File: config.mk
export PLATFORM = sky130hd
export DESIGN_NAME = mem_arbiter
export DESIGN_NICKNAME = d
export VERILOG_FILES = /design/src/rtl/mem_arbiter.sv
export SDC_FILE = /design/constraint.sdc
export NUM_CORES = 1
export LEC_CHECK = 0
export ABC_AREA = 0
export BUFFER_PORTS_ARGS = -buffer_cell sky130_fd_sc_hd__buf_2
export CORE_AREA = 2 2 204 206
export CTS_BUF_LIST = sky130_fd_sc_hd__clkbuf_4 sky130_fd_sc_hd__clkbuf_8
export DETAILED_ROUTE_END_ITERATION = 8
export DIE_AREA = 0 0 206 208
export SLEW_MARGIN = 10
export SYNTH_ARGS = -nofsm -noshare
export SYNTH_HDL_FRONTEND = slang
export SYNTH_SLANG_ARGS = --single-unit
File: constraint.sdc
create_clock -name clock -period 2.25 [get_ports clock]
set_clock_uncertainty 0.2 [all_clocks]
set_input_delay 0.225 -clock clock [delete_from_list [all_inputs] [get_ports clock]]
set_output_delay 0.225 -clock clock [all_outputs]
set_load 0.03 [all_outputs]
File: src/rtl/mem_arbiter.sv
`default_nettype none
// ============================================================================
// Module   : mem_arbiter
// Purpose  : Arbitrates fetch (F) and memory-stage (M) requests onto one
//            shared single-port memory. IDLE -> BUSY -> RESP handshake with
//            range checking, BUSY timeout and a sticky ADR status.
// Option   : `define ARB_ROUND_ROBIN_EN for alternating arbitration on
//            simultaneous requests; default is fixed M-over-F priority.
// Revision : 1.0 - initial release
// ============================================================================
module mem_arbiter #(
  parameter int ADDR_LIMIT = 1024,
  parameter int TIMEOUT    = 15
) (
  input  logic        clock,
  input  logic        reset_n,
  input  logic        f_req,
  input  logic [63:0] f_addr,
  output logic        f_ack,
  output logic [63:0] f_rdata,
  output logic        f_err,
  input  logic        m_req,
  input  logic        m_we,
  input  logic [63:0] m_addr,
  input  logic [63:0] m_wdata,
  output logic        m_ack,
  output logic [63:0] m_rdata,
  output logic        m_err,
  output logic        mem_en,
  output logic        mem_we,
  output logic [63:0] mem_addr,
  output logic [63:0] mem_wdata,
  input  logic [63:0] mem_rdata,
  input  logic        mem_ready,
  output logic [1:0]  stat
);

  localparam logic [1:0]  c_idle     = 2'd0;
  localparam logic [1:0]  c_busy     = 2'd1;
  localparam logic [1:0]  c_resp     = 2'd2;
  localparam logic        c_own_f    = 1'b0;
  localparam logic        c_own_m    = 1'b1;
  localparam int          c_cnt_w    = $clog2(TIMEOUT + 1);
  // Highest legal start address of an 8-byte access; anything above it
  // either crosses ADDR_LIMIT or wrapped around 2^64.
  localparam logic [63:0] c_max_addr = 64'(ADDR_LIMIT - 8);
  localparam logic [c_cnt_w-1:0] c_cnt_last = c_cnt_w'(TIMEOUT - 1);

  logic [1:0]         r_state;
  logic [1:0]         w_next_state;
  logic               r_owner;
  logic [63:0]        r_addr;
  logic [63:0]        r_wdata;
  logic               r_we;
  logic [c_cnt_w-1:0] r_cnt;
  logic               r_err;
  logic               r_stat_adr;
  logic [63:0]        r_f_rdata;
  logic [63:0]        r_m_rdata;
  logic               w_any_req;
  logic               w_grant_m;
  logic [63:0]        w_sel_addr;
  logic               w_range_err;
  logic               w_timeout;

`ifdef ARB_ROUND_ROBIN_EN
  // Set when M should win the next tie; flips to the other side in RESP.
  logic r_prio_m;

  // Alternating winner on simultaneous requests
  always_comb begin
    w_grant_m = m_req & (~f_req | r_prio_m);
  end

  // Last-granted pointer, updated once per completed transaction
  always_ff @(posedge clock) begin
    if (!reset_n) begin
      r_prio_m <= 1'b1;
    end else if (r_state == c_resp) begin
      r_prio_m <= (r_owner == c_own_f);
    end
  end
`else
  // Fixed priority: memory stage always beats fetch
  always_comb begin
    w_grant_m = m_req;
  end
`endif

  // Request decode, range check and BUSY timeout detection
  always_comb begin
    w_any_req   = m_req | f_req;
    w_sel_addr  = w_grant_m ? m_addr : f_addr;
    w_range_err = (w_sel_addr > c_max_addr);
    w_timeout   = (r_cnt == c_cnt_last) && !mem_ready;
  end

  // State register
  always_ff @(posedge clock) begin
    if (!reset_n) begin
      r_state <= c_idle;
    end else begin
      r_state <= w_next_state;
    end
  end

  // Next-state logic; requests are not looked at outside IDLE
  always_comb begin
    w_next_state = c_idle;
    case (r_state)
      c_idle: begin
        if (w_any_req) begin
          w_next_state = w_range_err ? c_resp : c_busy;
        end
      end
      c_busy: begin
        w_next_state = (mem_ready || w_timeout) ? c_resp : c_busy;
      end
      c_resp:  w_next_state = c_idle;
      default: w_next_state = c_idle;
    endcase
  end

  // Transaction latch, BUSY counter, read data capture and sticky status
  always_ff @(posedge clock) begin
    if (!reset_n) begin
      r_owner    <= c_own_m;
      r_addr     <= '0;
      r_wdata    <= '0;
      r_we       <= 1'b0;
      r_cnt      <= '0;
      r_err      <= 1'b0;
      r_stat_adr <= 1'b0;
      r_f_rdata  <= '0;
      r_m_rdata  <= '0;
    end else begin
      case (r_state)
        c_idle: begin
          if (w_any_req) begin
            r_owner <= w_grant_m ? c_own_m : c_own_f;
            r_addr  <= w_sel_addr;
            r_we    <= w_grant_m & m_we;
            r_wdata <= w_grant_m ? m_wdata : 64'd0;
            r_err   <= w_range_err;
            r_cnt   <= '0;
            if (w_range_err) begin
              r_stat_adr <= 1'b1;
            end
          end
        end
        c_busy: begin
          if (mem_ready) begin
            r_err <= 1'b0;
            if (r_owner == c_own_f) begin
              r_f_rdata <= mem_rdata;
            end else if (!r_we) begin
              r_m_rdata <= mem_rdata;
            end
          end else if (w_timeout) begin
            r_err      <= 1'b1;
            r_stat_adr <= 1'b1;
          end else begin
            r_cnt <= r_cnt + 1'b1;
          end
        end
        default: ;
      endcase
    end
  end

  // Outputs decoded from state and latched transaction
  always_comb begin
    mem_en    = (r_state == c_busy);
    mem_we    = mem_en & r_we;
    mem_addr  = r_addr;
    mem_wdata = r_wdata;
    f_ack     = (r_state == c_resp) && (r_owner == c_own_f);
    m_ack     = (r_state == c_resp) && (r_owner == c_own_m);
    f_err     = f_ack & r_err;
    m_err     = m_ack & r_err;
    f_rdata   = r_f_rdata;
    m_rdata   = r_m_rdata;
    stat      = {r_stat_adr, 1'b0};
  end

endmodule
`default_nettype wire
==> qor.csv, run 1 <==
stage,metric,value,unit
run_status,status,finished with violations,
run_status,violations,negative setup slack,
clocking,clk_latency,0.58,ns
logic_synthesis,synth_warnings,0,
setup_path,cp-start-kind,input pin,
route,ant_nets,0,
route,drtPass1Iterations,5,
setup_path,reg2reg_setup_slack,0.18,ns
route,vias_per_cell,4.65,
logic_synthesis,synthTopCellsByCount,"nand2_1, dfxtp_1, a21boi_1",
global_route,grt_pass1_vias,11900,
logic_synthesis,async_flop_share,0,%
logic_synthesis,synth.avg_cell_area,9.53,um2
route,wl_met2,21200,um
sta,finalHoldViolCount,0,
logic_synthesis,synthDistinctLibCells,48,
logic_synthesis,synth_nets,1366,
route,wl_met3,3070,um
final_layout,synthToLayoutAreaGrowth,69.7,%
final_layout,postLayoutCellArea,0.0178,mm2
power_and_ir_drop,peakVddDrop,518,uV
floorplanning,fp.dieH,208,um
route,drc_errors,0,
setup_path,cp.required,2.52,ns
sta,slew-limit-headroom,43.7,%
clocking,cts_tree,done,
clocking,clock_path_buffers,3,
clocking,cts.sinks,266,
power_and_ir_drop,power.switching,3290,uW
logic_synthesis,synth_top_area_share,50.7,%
clocking,clk_pin_slew_worst_paths,0.06,ns
logic_synthesis,synthFlopType,dfxtp_1,
setup_path,crit_type,input pin to flip-flop,
logic_synthesis,yosysMostFrequentCell,nand2_1,
power_and_ir_drop,switching_share,26.8,%
min_path,hold_class,input pin to flip-flop,
sta,tightest_slew,0.845,ns
global_route,grt_overflow,0,
job,max-cap-violations,0,
floorplanning,placeableCoreArea,0.0406,mm2
power_and_ir_drop,powerDensity,690,mW/mm2
placement,hpwl,28300,um
power_and_ir_drop,p_leak,0.00868,uW
route,drt_iter0_drc,757,
global_route,grt_pass1_wl,64200,um
floorplanning,fp.dieW,206,um
route,wl_met1,16600,um
setup_path,endpoint_kind,flip-flop,
route,highest_layer,met4,
sta,post-route-period-util,102,%
global_route,gr-usage-all-layers,18.9,%
final_layout,fillers,3813,
sta,max_freq,0.436,GHz
sta,drv_slew,0,
logic_synthesis,synth_edf_count,0,
placement,gp_congestion,0.955,
final_layout,layout-drive-gt1-share,34.2,%
floorplanning,rows,74,
sta,setup_violations,3,
final_layout,fin_nets,2179,
power_and_ir_drop,pwr-share-seq,41.0,%
logic_synthesis,ys_ff_latch,266,
sta,setup_slack,-0.0457,ns
logic_synthesis,syn_inst,1102,
placement,detailedPlace.worstSlack,0.104,ns
clocking,post_cts_buffers,0,
route,wl_per_cell,17.2,um
logic_synthesis,synth_largest_area_cell,dfxtp_1,
clocking,h-tree-depth,2,
setup_path,path_max_fanout,4,
floorplanning,die-area,0.0428,mm2
sta,min_period,2.30,ns
clocking,cts_root_buf,clkbuf_8,
route,route.vias.total,11600,
logic_synthesis,syn_area,0.0105,mm2
logic_synthesis,synth_area_leaders,"dfxtp_1, nand2_1, a21boi_1",
route,drt-total-wl,42700,um
power_and_ir_drop,p_int,9000,uW
placement,placed_cell_area,0.0137,mm2
floorplanning,io_pins,526,
floorplanning,start_util,25.9,%
power_and_ir_drop,power.clock.fraction,42.2,%
power_and_ir_drop,combPwrFrac,16.8,%
placement,portBuffers,524,
global_route,antenna_found_initial,0,
clocking,cts_inserted_buffers,48,
global_route,grt_max_degree,102,
setup_path,cp.arrival,2.57,ns
logic_synthesis,ys_seq_area_share,50.7,%
cells in the final DEF, fill, tap and decap left out, types with 2 or more instances in the layout:
| cell | synthesis | layout |
|---|---|---|
| ha_1 | 2 | 2 |
| nor4_1 | 24 | 23 |
| nand4_1 | 8 | 8 |
| o21ai_0 | 3 | 3 |
| nand2_1 | 327 | 327 |
| nor2_1 | 4 | 4 |
| mux2i_1 | 64 | 63 |
| buf_12 | 0 | 10 |
| buf_2 | 37 | 521 |
| nand4b_1 | 2 | 2 |
| dfxtp_2 | 0 | 3 |
| a21boi_1 | 128 | 128 |
| clkbuf_4 | 0 | 14 |
| buf_4 | 11 | 27 |
| clkbuf_8 | 0 | 61 |
| nor2b_1 | 2 | 2 |
| bufinv_16 | 0 | 4 |
| a22o_1 | 65 | 65 |
| o211a_1 | 65 | 65 |
| nor3_1 | 2 | 2 |
| dlygate4sd3_1 | 0 | 293 |
| clkinv_2 | 1 | 9 |
| o21ai_1 | 5 | 5 |
| nand3_1 | 11 | 10 |
| nor4_2 | 1 | 2 |
| and2_1 | 6 | 5 |
| dfxtp_1 | 266 | 263 |
power groups by stage:
stage | clock (uW) | combinational [uW] | sequential (uW)
detailed placement | 0 | 1580 | 5130
floorplan | 0 | 536 | 5490
CTS | 5360 | 2020 | 5030
global placement | 0 | 1570 | 5130
global route | 5590 | 2180 | 5060
finish | 5190 | 2070 | 5040
registers in the layout (all words and copies together), names as in the netlist:
register and count:
mem_addr 64, mem_wdata 64, f_rdata 64, m_rdata 64, r_we 1, r_cnt 4, r_stat_adr 1, r_owner 1
r_state 2, r_err 1
what timing repair did:
item                                   4_1_cts  5_1_grt
endpoints found under the hold margin      264        0
hold buffers                               293        0
resized for setup                            5        8
pin swaps                                    0        1
setup endpoints to repair                    4       15
gates cloned                                 0        0
layout make-up:
class / instances / area [um2] / share of cell area [%]
repair buffers: 852 / 5950 / 33.4
flip-flops and latches: 266 / 5330 / 29.9
multi-input cells: 745 / 4750 / 26.6
clock buffers: 74 / 937 / 5.26
well taps: 532 / 666 / 3.74
clock inverters: 14 / 176 / 0.990
inverters: 2 / 8.76 / 0.0492
diodes: 1 / 2.50 / 0.0140
final timing paths:
check | start | endpoint | cells after the start
setup reg to reg | r_state[0]$_SDFF_PN0_ | mem_addr[3]$_SDFFE_PN0P_ | 6
setup / recovery | m_addr[63] | r_state[1]$_SDFF_PN0_ | 8
hold reg to reg | f_rdata[10]$_SDFFE_PN0P_ | f_rdata[10]$_SDFFE_PN0P_ | 2
hold / removal | m_addr[51] | r_state[0]$_SDFF_PN0_ | 6
cell families after synthesis:
family                   share of synthesized area, %
AO/OA/AOI/OAI                                    22.0
XOR/XNOR                                       0.0834
adder cells (fa/ha/maj)                         0.238
buffers and inverters                            4.67
flip-flops                                       50.7
multiplexers                                     6.10
other                                          0.0357
AND/OR/NAND/NOR                                  16.2
worst max-delay path, cell delays in order:
cell and delay (ns):
dlygate4sd3_1 0.53, buf_2 0.13, nor4_1 0.31, dlygate4sd3_1 0.63, nand4_1 0.12, mux2i_2 0.23, nand3_2 0.15, o221a_1 0.24
routing by layer:
layer	GRT usage, %	up-vias
met5	0	-
met1	20.9	5459
met3	4.90	108
met4	8.89	0
li1	-	5483
met2	33.6	502
per-stage QoR:
stage	std cells	hold WS, ns	util [%]	TNS (ns)	total power [uW]
after global placement	2104	0.234	33.8	0	6690
after global routing	2485	0.00838	43.9	-0.0427	12800
after floorplan	1102	0.150	-	0	6030
final	2486	0.0296	43.9	-0.0873	12300
after CTS	2485	0.000961	43.8	0	12400
after detailed placement	2104	0.237	33.8	0	6710
Note: power is estimated with default switching activity, not from simulation.
==> run 2: changes to the inputs <==
==> constraint.sdc (replaced) <==
create_clock -name clock -period 2.2 [get_ports clock]
set_clock_uncertainty 0.2 [all_clocks]
set_input_delay 0.22 -clock clock [delete_from_list [all_inputs] [get_ports clock]]
set_output_delay 0.22 -clock clock [all_outputs]
set_load 0.03 [all_outputs]
==> qor.csv, run 2 (synthesis gave the netlist of run 1 again) <==
stage,metric,value,unit
setup_path,cp_cell_sequence,dlygate4sd3_1 -> buf_2 -> nor4_1 -> dlygate4sd3_1 -> nand2_1 -> o21ai_1 -> nand3_1 -> o221a_1,
global_route,grt_pass1_vias,11800,
route,drtPass1Iterations,5,
final_layout,mostFrequentLayoutCell,buf_2,
setup_path,cp-start-kind,input pin,
clocking,cts_root_buf,clkbuf_8,
sta,tightest_slew,0.983,ns
final_layout,fillers,3833,
floorplanning,rows,74,
setup_path,ff2ff_path_depth,6,
sta,setup_violations,0,
route,drt_iter0_drc,503,
setup_path,slowest_delay,0.59,ns
final_layout,fin_nets,2151,
clocking,clk_latency,0.58,ns
sta,finalHoldViolCount,0,
setup_path,endpoint_kind,flip-flop,
route,drt-total-wl,41700,um
setup_path,r2r-end,mem_addr[3]$_SDFFE_PN0P_,
global_route,antenna_found_initial,1,
global_route,grt_max_degree,199,
power_and_ir_drop,peakVddDrop,806,uV
run_status,status,completed,
clocking,cts_tree,done,
floorplanning,fp.dieW,206,um
power_and_ir_drop,powerDensity,719,mW/mm2
final_layout,diodes,0,
floorplanning,die-area,0.0428,mm2
sta,drv_slew,0,
route,wl_per_cell,17.0,um
clocking,clk_pin_slew_worst_paths,0.06,ns
global_route,grt_pass1_wl,63200,um
final_layout,post-route-util,43.3,%
setup_path,cp.arrival,2.41,ns
setup_path,crit_family,buffers and inverters,
placement,portBuffers,524,
setup_path,slowest_stage,dlygate4sd3_1,
setup_path,cp_common_cell,dlygate4sd3_1,
sta,min_period,2.14,ns
setup_path,r2r_start,r_state[0]$_SDFF_PN0_,
route,route.vias.total,11500,
sta,max_freq,0.467,GHz
setup_path,cp.buffers_inverters,3,
placement,hpwl,27300,um
job,max-cap-violations,0,
clocking,h-tree-depth,2,
sta,finalSetupTns,0,ns
final_layout,layout-drive-gt1-share,34.2,%
floorplanning,start_util,25.9,%
min_path,hp-start,m_addr[16],
power_and_ir_drop,p_leak,0.00855,uW
setup_path,cp.required,2.46,ns
floorplanning,fp.dieH,208,um
setup_path,path_max_fanout,4,
route,vias_per_cell,4.68,
route,drc_errors,0,
final_layout,mostFrequentLayoutCells,"buf_2, nand2_1, dlygate4sd3_1, dfxtp_1, a21boi_1",
sta,rsz0062_at_grt,no,
final_layout,synthToLayoutAreaGrowth,67.2,%
placement,gp_congestion,0.924,
final_layout,regArea,0.00533,mm2
clocking,cts.sinks,266,
min_path,hold_class,input pin to flip-flop,
sta,slew-limit-headroom,34.5,%
final_layout,multi_input_area,0.00472,mm2
route,ant_nets,0,
min_path,min_to,r_state[0]$_SDFF_PN0_,
setup_path,crit_type,input pin to flip-flop,
global_route,gr-usage-all-layers,18.6,%
floorplanning,placeableCoreArea,0.0406,mm2
clocking,cts_inserted_buffers,47,
min_path,hold_depth,6,
global_route,grt_overflow,0,
setup_path,reg2reg_setup_slack,0.16,ns
clocking,clock_path_buffers,3,
sta,post-route-period-util,97.4,%
floorplanning,io_pins,526,
## run 2: stage by stage
| stage | std cells | hold slack [ns] | total power (uW) | instance area [um2] | worst slack [ns] |
|---|---|---|---|---|---|
| after global routing | 2456 | 0.0283 | 13200 | 17600 | 0.0132 |
| after floorplan | 1102 | 0.145 | 6160 | 10500 | 0.219 |
| after global placement | 2099 | 0.230 | 6860 | 13700 | -0.0593 |
| after CTS | 2455 | 0.00354 | 12800 | 17500 | 0.00711 |
| final | 2456 | 0.0119 | 12600 | 17600 | 0.0583 |
| after detailed placement | 2099 | 0.233 | 6870 | 13700 | -0.0756 |
## run 2: layout make-up
| class | count | area share, % |
|---|---|---|
| clock inverter | 12 | 1.08 |
| timing repair buffer | 825 | 32.5 |
| tap | 532 | 3.79 |
| multi-input combinational | 745 | 26.9 |
| sequential | 266 | 30.4 |
| clock buffer | 74 | 5.30 |
| inverter | 2 | 0.0499 |
## run 2: worst max path at each step
stage                               start                       to  slack [ns]  cells after the start
floorplan           r_state[1]$_SDFF_PN0_                    f_err        0.22                      2
global placement               f_addr[45]  r_stat_adr$_SDFFE_PN0P_       -0.06                      7
detailed placement             f_addr[45]    r_state[1]$_SDFF_PN0_       -0.08                      7
CTS                  r_owner$_SDFFE_PN1P_                    f_err       0.007                      4
global route        r_state[1]$_SDFF_PN0_                    f_err        0.01                      4
finish                         f_addr[16]    r_state[1]$_SDFF_PN0_        0.06                      8
## run 2: per-layer routing
metal / track usage [%] / routed length (um)
met5: 0 / 0
met4: 8.74 / 1720
met3: 4.97 / 3070
met2: 33.0 / 20600
met1: 20.4 / 16300
## run 2: where the power goes
group          switching (uW)  leakage (uW)  total [uW]  internal (uW)
registers                 126       0.00217        5150           5020
logic                    1110       0.00579        2090            978
clock network            2110      0.000586        5390           3280
total                    3350       0.00855       12600           9280
## run 2: timing repair
action,4_1_cts,5_1_grt
cloned,0,0
resized for setup,9,6
hold buffers,270,0
endpoints found under the setup margin,5,5
setup buffers,0,1
hold endpoints to repair,264,0
pin swaps,2,2
## run 2: worst reg2reg max path, stage by stage, from the launching register on
cell,delay [ns]
dfxtp_2,0.36
nor2_2,0.18
o21ai_1,0.10
buf_4,0.16
a211o_1,0.25
dlygate4sd3_1,0.55
o211a_1,0.12
==> run 3: changes to the inputs <==
--- a/config.mk
+++ b/config.mk
@@ -7,10 +7,14 @@
 export LEC_CHECK = 0
 export ABC_AREA = 0
 export BUFFER_PORTS_ARGS = -buffer_cell sky130_fd_sc_hd__buf_2
-export CORE_AREA = 2 2 204 206
+export CELL_PAD_IN_SITES_DETAIL_PLACEMENT = 1
+export CELL_PAD_IN_SITES_GLOBAL_PLACEMENT = 2
+export CORE_MARGIN = 2
+export CORE_UTILIZATION = 26
 export CTS_BUF_LIST = sky130_fd_sc_hd__clkbuf_4 sky130_fd_sc_hd__clkbuf_8
 export DETAILED_ROUTE_END_ITERATION = 8
-export DIE_AREA = 0 0 206 208
+export GPL_TIMING_DRIVEN = 1
+export PLACE_DENSITY_LB_ADDON = 0.1
 export SLEW_MARGIN = 10
 export SYNTH_ARGS = -nofsm -noshare
 export SYNTH_HDL_FRONTEND = slang
==> qor.csv, run 3 (synthesis gave the netlist of run 1 again) <==
stage,metric,value,unit
clocking,cts_inserted_buffers,49,
sta,slew-limit-headroom,46.3,%
final_layout,finalNonFillerCells,2453,
floorplanning,die-area,0.0420,mm2
placement,hpwl,31100,um
final_layout,multi_input_area,0.00474,mm2
power_and_ir_drop,peakVddDrop,473,uV
setup_path,reg2reg_setup_slack,0.10,ns
route,drc_errors,0,
power_and_ir_drop,combPwrFrac,17.4,%
setup_path,cp.required,2.52,ns
global_route,grt_pass1_wl,68700,um
power_and_ir_drop,pwr-share-seq,42.7,%
sta,min_period,2.16,ns
setup_path,ff2ff_path_depth,6,
route,vias_per_cell,4.61,
power_and_ir_drop,p_int,8700,uW
floorplanning,fp.dieW,205,um
floorplanning,placeableCoreArea,0.0398,mm2
sta,setup_slack,0.0354,ns
global_route,grt_overflow,0,
run_status,status,completed,
route,ant_nets,0,
placement,gp_congestion,0.847,
placement,placed_cell_area,0.0136,mm2
clocking,cts_root_buf,clkbuf_8,
floorplanning,io_pins,526,
final_layout,fin_nets,2161,
global_route,grt_max_degree,114,
power_and_ir_drop,switching_share,27.8,%
clocking,clk_latency,0.62,ns
sta,finalHoldViolCount,0,
sta,holdWs,0.0779,ns
min_path,hold_class,input pin to flip-flop,
power_and_ir_drop,power.clock.fraction,39.9,%
min_path,min_to,r_state[0]$_SDFF_PN0_,
global_route,gr-usage-all-layers,21.0,%
sta,drv_slew,0,
power_and_ir_drop,power.switching,3350,uW
setup_path,crit_type,input pin to flip-flop,
final_layout,layout-drive-gt1-share,33.7,%
power_and_ir_drop,p_leak,0.00852,uW
final_layout,synthToLayoutAreaGrowth,66.9,%
clocking,cts.sinks,266,
route,drt_iter0_drc,432,
min_path,hold_depth,6,
floorplanning,fp.dieH,205,um
global_route,antenna_found_initial,1,
global_route,grt_pass1_vias,12100,
final_layout,mostFrequentLayoutCell,buf_2,
floorplanning,rows,73,
sta,tightest_slew,0.805,ns
final_layout,regArea,0.00533,mm2
clocking,cts_tree,done,
route,drt-total-wl,45700,um
setup_path,endpoint_kind,flip-flop,
job,max-cap-violations,0,
setup_path,path_max_fanout,4,
placement,portBuffers,524,
route,wl_per_cell,18.6,um
power_and_ir_drop,powerDensity,688,mW/mm2
sta,max_freq,0.462,GHz
placement,detailedPlace.worstSlack,-0.0656,ns
route,route.vias.total,11300,
setup_path,cp.arrival,2.48,ns
final_layout,fillers,4710,
setup_path,cp-start-kind,input pin,
clocking,clk_pin_slew_worst_paths,0.06,ns
sta,setup_violations,0,
final_layout,mostFrequentLayoutCells,"buf_2, nand2_1, dlygate4sd3_1, dfxtp_1, a21boi_1",
final_layout,postLayoutCellArea,0.0175,mm2
setup_path,r2r_start,r_state[0]$_SDFF_PN0_,
sta,post-route-period-util,98.4,%
clocking,h-tree-depth,2,
min_path,hp-start,m_addr[14],
floorplanning,start_util,26.4,%
placement,dp.cells,2086,
setup_path,r2r-end,mem_addr[3]$_SDFFE_PN0P_,
route,drtPass1Iterations,4,
clocking,clock_path_buffers,3,
## run 3: area by class of cell
| class | instances | area share, % |
|---|---|---|
| Clock inverter | 6 | 0.236 |
| Inverter | 2 | 0.0500 |
| Timing Repair Buffer | 833 | 33.1 |
| Tap cell | 525 | 3.75 |
| Multi-Input combinational cell | 745 | 27.1 |
| Antenna cell | 1 | 0.0143 |
| Clock buffer | 75 | 5.36 |
| Sequential cell | 266 | 30.4 |
## run 3: stage by stage
stage	total power, uW	utilization, %	TNS, ns
2_1_floorplan	6160	-	0
3_3_place_gp	6860	34.2	-0.129
3_5_place_dp	6880	34.2	-0.144
4_1_cts	12300	43.9	0
5_1_grt	12700	44.0	-0.00845
6_report	12100	44.0	0
## run 3: critical path, stage by stage
cell and delay (ns):
dlygate4sd3_1 0.55, buf_2 0.13, nor4_1 0.50, buf_4 0.22, nand3_1 0.07, o21ai_0 0.16, buf_4 0.17, nand3_1 0.18
o221a_1 0.28
## run 3: worst max-delay path by stage
stage / slack [ns] / depth (start not counted) / start / end
after floorplan: 0.22 / 2 / r_state[1]$_SDFF_PN0_ / f_err
after global placement: -0.06 / 8 / f_addr[45] / r_state[1]$_SDFF_PN0_
after detailed placement: -0.07 / 8 / f_addr[45] / r_state[1]$_SDFF_PN0_
after CTS: 0.01 / 5 / r_state[1]$_SDFF_PN0_ / mem_we
after global routing: -0.008 / 8 / f_addr[22] / r_state[1]$_SDFF_PN0_
final: 0.04 / 9 / m_addr[45] / r_state[1]$_SDFF_PN0_
## run 3: power by group through the flow
stage	Sequential [uW]	Clock [uW]	Combinational, uW
6_report	5140	4810	2100
5_1_grt	5170	5260	2240
4_1_cts	5140	5040	2090
3_5_place_dp	5240	0	1650
3_3_place_gp	5230	0	1640
2_1_floorplan	5610	0	549
## run 3: what timing repair did
| action | in CTS | in global routing |
|---|---|---|
| pin swaps | 0 | 2 |
| hold buffers | 285 | 0 |
| gates resized for setup | 11 | 4 |
| endpoints found under the setup margin | 4 | 4 |
| endpoints found under the hold margin | 266 | 0 |
| setup buffers | 0 | 0 |
## run 3: routing by layer
metal  vias to the layer above  part of all wire (%)  global-route usage (%)
li1                       5434                     -                       -
met1                      5389                    40                    24.0
met2                       404                    49                    36.3
met3                        92                   6.8                    5.89
met4                         0                   3.9                    9.43
met5                         -                     0                       0
